$ cat src/rtl/serial_adder.sv
// serial_adder: bit-serial WIDTH-bit adder built around one full_adder cell, LSB first.
// Optional feature macro SERIAL_ADDER_OVF_EN adds a registered signed-overflow output (ovf).

module full_adder (
   input  logic a,
   input  logic b,
   input  logic c_in,
   output logic s,
   output logic c_out
);
   assign s     = a ^ b ^ c_in;
   assign c_out = (a & b) | (c_in & (a ^ b));
endmodule

module serial_adder #(
   parameter int WIDTH = 8
) (
   input  logic             clk,
   input  logic             rst,
   input  logic             in_valid,
   output logic             in_ready,
   input  logic [WIDTH-1:0] a,
   input  logic [WIDTH-1:0] b,
   input  logic             c_in,
   output logic             out_valid,
   input  logic             out_ready,
   output logic [WIDTH-1:0] sum,
   output logic             c_out,
   output logic             busy
`ifdef SERIAL_ADDER_OVF_EN
   ,
   output logic             ovf
`endif
);
   localparam int CW = $clog2(WIDTH);
   localparam logic [CW-1:0] LAST = CW'(WIDTH - 1);

   typedef enum logic [1:0] {
      IDLE = 2'd0,
      RUN  = 2'd1,
      DONE = 2'd2
   } state_t;

   state_t           state;
   state_t           state_nx;
   logic [WIDTH-1:0] a_sr;
   logic [WIDTH-1:0] b_sr;
   logic [WIDTH-2:0] sum_sr;
   logic [WIDTH-1:0] sum_nx;
   logic             carry;
   logic             fa_s;
   logic             fa_c;
   logic [CW-1:0]    cnt;
   logic             last_bit;

   full_adder u_fa (
      .a     (a_sr[0]),
      .b     (b_sr[0]),
      .c_in  (carry),
      .s     (fa_s),
      .c_out (fa_c)
   );

   // The newest sum bit enters at the MSB; the full word is complete on the last RUN edge.
   assign sum_nx   = {fa_s, sum_sr};
   assign last_bit = (state == RUN) && (cnt == LAST);

   always_comb begin
      state_nx = state;
      case (state)
         IDLE: begin
            if (in_valid) state_nx = RUN;
            else          state_nx = IDLE;
         end
         RUN: begin
            if (cnt == LAST) state_nx = DONE;
            else             state_nx = RUN;
         end
         DONE: begin
            if (out_ready) state_nx = IDLE;
            else           state_nx = DONE;
         end
         default: state_nx = IDLE;
      endcase
   end

   always_ff @(posedge clk) begin
      if (rst) state <= IDLE;
      else     state <= state_nx;
   end

   always_ff @(posedge clk) begin
      if (rst) begin
         a_sr   <= '0;
         b_sr   <= '0;
         sum_sr <= '0;
         carry  <= 1'b0;
         cnt    <= '0;
      end else if ((state == IDLE) && in_valid) begin
         a_sr  <= a;
         b_sr  <= b;
         carry <= c_in;
         cnt   <= '0;
      end else if (state == RUN) begin
         a_sr   <= a_sr >> 1;
         b_sr   <= b_sr >> 1;
         sum_sr <= sum_nx[WIDTH-1:1];
         carry  <= fa_c;
         // cnt saturates at LAST so it never wraps for power-of-two widths.
         if (cnt != LAST) cnt <= cnt + CW'(1);
      end
   end

   always_ff @(posedge clk) begin
      if (rst) begin
         in_ready  <= 1'b1;
         out_valid <= 1'b0;
         busy      <= 1'b0;
         sum       <= '0;
         c_out     <= 1'b0;
      end else begin
         in_ready  <= (state_nx == IDLE);
         out_valid <= (state_nx == DONE);
         busy      <= (state_nx != IDLE);
         if (last_bit) begin
            sum   <= sum_nx;
            c_out <= fa_c;
         end
      end
   end

`ifdef SERIAL_ADDER_OVF_EN
   localparam logic [CW-1:0] PENULT = CW'(WIDTH - 2);
   logic c_msb;

   // Carry into the MSB is the full-adder carry produced while adding bit WIDTH-2.
   always_ff @(posedge clk) begin
      if (rst) begin
         c_msb <= 1'b0;
         ovf   <= 1'b0;
      end else begin
         if ((state == RUN) && (cnt == PENULT)) c_msb <= fa_c;
         if (last_bit) ovf <= c_msb ^ fa_c;
      end
   end
`endif

endmodule
$ cat config.mk
export PLATFORM = sky130hd
export DESIGN_NAME = serial_adder
export DESIGN_NICKNAME = d
export VERILOG_FILES = /design/src/rtl/serial_adder.sv
export SDC_FILE = /design/constraint.sdc
export NUM_CORES = 1
export LEC_CHECK = 0
export BUFFER_PORTS_ARGS = -buffer_cell sky130_fd_sc_hd__buf_2
export CELL_PAD_IN_SITES_DETAIL_PLACEMENT = 1
export CELL_PAD_IN_SITES_GLOBAL_PLACEMENT = 2
export CORE_ASPECT_RATIO = 0.75
export CORE_MARGIN = 3
export CORE_UTILIZATION = 35
export DETAILED_ROUTE_END_ITERATION = 10
export PLACE_DENSITY = 0.89
export SYNTH_ARGS = -nofsm -noshare
export SYNTH_HDL_FRONTEND = slang
export SYNTH_SLANG_ARGS = --single-unit
$ cat constraint.sdc
create_clock -name clk -period 3.85 [get_ports clk]
set_clock_uncertainty 0.2 [all_clocks]
set_input_delay 0.77 -clock clk [delete_from_list [all_inputs] [get_ports clk]]
set_output_delay 0.77 -clock clk [all_outputs]
set_load 0.01 [all_outputs]
# Yosys cells after proc, flatten, opt, wreduce, memory -nomap -nowiden
# Index checks and enable logic that the tools add are counted.
[totals]
register_bits = 41
in_bits = 21
output_inout_bits = 12
wordCells = 42
[op_classes]
bitwise_logic = 6
eq_ne = 5
n_reduce_logical = 9
mux = 10
addsub = 1
[op_table]
columns = ["cell", "n"]
rows = [
  ["$mux 8", 4],
  ["$pmux 2 s3", 1],
  ["$eq 2x2->1 const B", 2],
  ["$logic_not 2->1", 2],
  ["$mux 2", 2],
  ["$reduce_and 2->1", 2],
  ["$reduce_bool 2->1", 2],
  ["$add 3x1->3 const B", 1],
  ["$eq 3x3->1 const B", 1],
  ["$mux 1", 3],
  ["$ne 3x3->1 const B", 1],
  ["$and 1x1->1", 2],
  ["$eq 2x1->1 const B", 1],
  ["$logic_and 1x1->1", 2],
  ["$reduce_or 2->1", 1],
  ["$xor 1x1->1", 2],
  ["$not 1->1", 1],
  ["$or 1x1->1", 1],
]

# Depth between registers and ports, before layout
[logic_depth]
word_depth = 5
ltp_mapped = 6
mapped_depth_nobuf = 5

# Hierarchy
# A second synthesis with hierarchy kept.
[unflattened]
hier_cells = 193
area_unflattened_um2 = 1662.8
[by_module_without_submodules]
columns = ["mod", "cells_each", "seq_area_each_um2", "area_per_inst_um2", "instances"]
rows = [
  ["serial_adder", 192, 820.8, 1642.8, 1],
  ["full_adder", 1, 0.0, 20.0, 1],
]

# Least setup slack after synthesis
# Ideal clock, no wire load.
[synth_timing]
path_kind = "input-to-reg"
startpoint = "input in_valid"
endpoint = "register a_sr[3]"
path_buffers = 1
path_slack_ns = 2.135
t_arrival_ns = 1.383
t_required_ns = 3.518
path_stages = 4
setup_time_ns = 0.132
cell_sequence = "buf_6 or3b_1 a21oi_1 nor3_1"
[synth_via]
elab_chain_cells = 2
elab_cells_between_ends = 3
cone_classes = "1 x mux; 2 x reduce/logical"
[synth_rtl]
columns = ["element", "line", "text"]
rows = [
  ["from (decl)", "20", "input logic in_valid,"],
  ["$logic_and 1x1->1 *", "99", "end else if ((state == IDLE) && in_valid) begin"],
  ["$mux 8 or $reduce_bool 2->1 (tied branches)", "-", ""],
  ["to (signal assigned)", "105", "a_sr <= a_sr >> 1;"],
  ["to (decl)", "46", "logic [WIDTH-1:0] a_sr;"],
]
# Every way passes the cells marked *; elsewhere a longest branch is shown, timed or not.
# A chain may end at the register's enable or synchronous reset.

# Worst setup path after layout
[layout_timing]
startpoint = "register cnt[0]"
endpoint = "register c_out"
[layout_via]
elab_chain_cells = 2
[layout_rtl]
columns = ["element", "line", "text"]
rows = [
  ["from (decl)", "53", "logic [CW-1:0] cnt;"],
  ["from (signal assigned)", "110", "if (cnt != LAST) cnt <= cnt + CW'(1);"],
  ["$eq 3x3->1", "66", "assign last_bit = (state == RUN) && (cnt == LAST);"],
  ["$logic_and 1x1->1", "66", ""],
  ["to (signal assigned)", "120", "c_out <= 1'b0;"],
  ["to (signal assigned)", "127", "c_out <= fa_c;"],
  ["to (decl)", "28", "output logic c_out,"],
]
# Every way passes these cells.

==> summary.txt <==
WHS Path Cells = 2
top post-synthesis cells by count = dfxtp_1 (41), a21oi_1 (34), nand2_1 (24), nor2_1 (19)
Combinational Power Share = 0.103
CP Buf/Inv Count = 0
Hold Crit Start = sum[0]
Hold Path Class = flop to flop
vias per inst = 4.976
Detail Route Antenna Nets = 0
n_diodes = 0
Max clock buf depth = 2
PortBufs = 32
fillers = 582
setup ws final = 1.774 ns
die area = 6057 um^2
Worst slew margin = 0.3977
total core area = 4703 um^2
sequential fraction of the synthesis area = 0.4552
Sw Pwr = 211.7 uW
vias = 1,453
DP Wirelength = 2888 um
total wire length = 4188 um
largest area contributor in the netlist = dfxtp_1
Util after Layout = 0.4384
root buffer cell = clkbuf_8
share of cells above drive strength 1 = 0.1915
Synth cell types = 30
Post-Syn Area = 1803 um^2
footprint of the multi-input gates = 878.3 um^2
setup violators final = 0
crit-path cells = ha_1 > ha_1 > nand3b_1 > mux2i_1 > nor2_1
Post-synth EDFFs = 0
initial antenna violation count = 0
endpoint class of the critical path = flop
std cell rows = 21
R2R setup slack = 1.77 ns
Pins Over Slew Limit = 0
CTS tree = yes
Die Y = 68.16 um
H-tree levels = 2
Clock Power Share = 0.394
Critical Path RT = 3.82 ns
die width = 88.88 um
Place WS = 1.794 ns
hold path endpoint = sum[0]
P_leak = 0.8357 nW
synthesis-to-layout area growth = 14.37%
cell repeated most along the worst path = ha_1
CP Launch Type = flop
hold buffer count at CTS = 0
Synthesis Warnings = 0
WS Path Type = flop to flop
routability cong. = 0.7302
slowest CP cell = ha_1
Cell Pwr Density = 442.0 nW/um^2
Int Pwr = 699.7 uW
delay-heaviest family, CP = adder cells
VDD IR max = 0.0001699 V
Synth Net Count = 234
Nets = 258
sw frac = 0.2322
CTS resizes = 0
Worst-Margin Slew = 0.9022 ns
Main synth FF type = dfxtp_1
Peak Freq = 0.4817 GHz
r2r endpoint = c_out
total CTS buffers = 5
IO Pins = 33
number of global-route vias before repair = 1,476
GR Util All Layers = 0.1510
most frequent cell after synthesis = dfxtp_1
CP max FO = 13
initial drt markers = 64
period utilisation layout = 0.5393
Register Area = 820.8 um^2
Yosys top cell area share = 0.4552
Cells after Synth = 210
Post-CTS Setup Repair Bufs = 0
synthesized flop and latch total = 41
largest net degree at the start of global routing = 39
Crit Reg-Reg Startpoint = cnt[0]
first-pass GRT wire length = 6989 um
worst-skew pair later-pin latency = 0.30 ns
synthesized area per cell = 8.586 um^2
Synth area leaders = dfxtp_1 (46%), a21oi_1 (9.4%), or3b_1 (7.3%), nand2b_1 (5.6%), nand2_1 (5.0%)
TritonRoute pass-1 iters = 4
Worst-path clk slew = 0.07 ns
DR DRC count = 0
wire per inst = 14.34 um
status = finished, final reports clean
final hold violation count = 0
Initial Util = 0.3833
reg2reg path depth = 5
Synth async-reset ratio = 0
unrepaired setup endpoints after global routing = no
MaxCap Viol Count = 0
total grt overflow = 0
Fin Setup TNS = 0 ns
sequential power share = 0.502
CP arrival = 2.04 ns
CP peak stage delay = 0.47 ns
fin crit period = 2.076 ns
clock sink total = 41
==> flip-flops by register name (all words and copies together), names as in the netlist <==
register / flops
busy: 1
out_valid: 1
c_out: 1
b_sr: 8
in_ready: 1
cnt: 3
carry: 1
sum: 8
sum_sr: 7
a_sr: 8
state: 2
==> power by group through the flow <==
stage / Sequential, mW / Clock, mW / Combinational, mW
floorplan: 0.463 / 0 / 0.0754
global placement: 0.467 / 0 / 0.0933
detailed placement: 0.468 / 0 / 0.0952
CTS: 0.458 / 0.371 / 0.0961
global route: 0.461 / 0.388 / 0.107
finish: 0.458 / 0.359 / 0.0942
==> layer usage <==
| layer | global-route usage | vias up | share of wire |
|---|---|---|---|
| met5 | 0 | - | 0 |
| met4 | 0.06226 | 0 | 0.016 |
| met3 | 0.03730 | 5 | 0.047 |
| met2 | 0.2167 | 25 | 0.42 |
| met1 | 0.2148 | 667 | 0.51 |
| li1 | - | 756 | - |
==> through the flow <==
stage / cell area (um^2) / power (mW) / cells / hold WS (ns)
after floorplan: 1803 / 0.5382 / 210 / 0.2366
after global placement: 1946 / 0.5603 / 284 / 0.2440
after detailed placement: 1946 / 0.5632 / 284 / 0.2485
after CTS: 2062 / 0.9250 / 292 / 0.2594
after global routing: 2062 / 0.9558 / 292 / 0.2823
final: 2062 / 0.9114 / 292 / 0.2554
==> layout make-up <==
| class | instances | area share |
|---|---|---|
| multi-input combinational | 151 | 0.4260 |
| sequential | 41 | 0.3981 |
| timing repair buffer | 33 | 0.08131 |
| clock buffer | 7 | 0.04187 |
| tap | 57 | 0.03459 |
| clock inverter | 1 | 0.01456 |
| inverter | 2 | 0.003641 |
==> placed cells by master (no fill, tap or decap), types with 2 or more instances in the layout <==
master / instances
a21oi_1: 34
inv_1: 2
a22oi_1: 2
nand2b_1: 16
mux2i_1: 2
nand2_1: 24
or3b_1: 15
nor2_1: 19
nor3_1: 16
clkbuf_8: 6
dfxtp_1: 41
o21ai_0: 2
ha_1: 2
buf_2: 32
nand3_1: 8
==> kinds of logic after synthesis <==
kind of cell	Yosys count	synth area share
and+or+nand+nor	104	0.3199
AOI/OAI and AO/OA	41	0.1263
DFF	41	0.4552
buffers and inverters	18	0.05760
adders and majority gates	3	0.02498
muxes	2	0.01110
xor gates and xnor gates	1	0.004859
==> tightest hold or removal path: stages (launching register included) <==
cell     delay [ns]
dfxtp_1        0.31
nand2_1        0.05
a21oi_1        0.05
==> worst max-delay path by stage <==
stage | slack, ns | start | endpoint | cells past startpoint
after floorplan | 2.13 | in_valid | a_sr[3] | 4
after global placement | 1.84 | in_valid | a_sr[1] | 4
after detailed placement | 1.79 | cnt[0] | c_out | 5
after CTS | 1.75 | cnt[0] | c_out | 5
after global routing | 1.60 | cnt[0] | c_out | 5
final | 1.77 | cnt[0] | c_out | 5
Note: power is estimated with default switching activity, not from simulation.
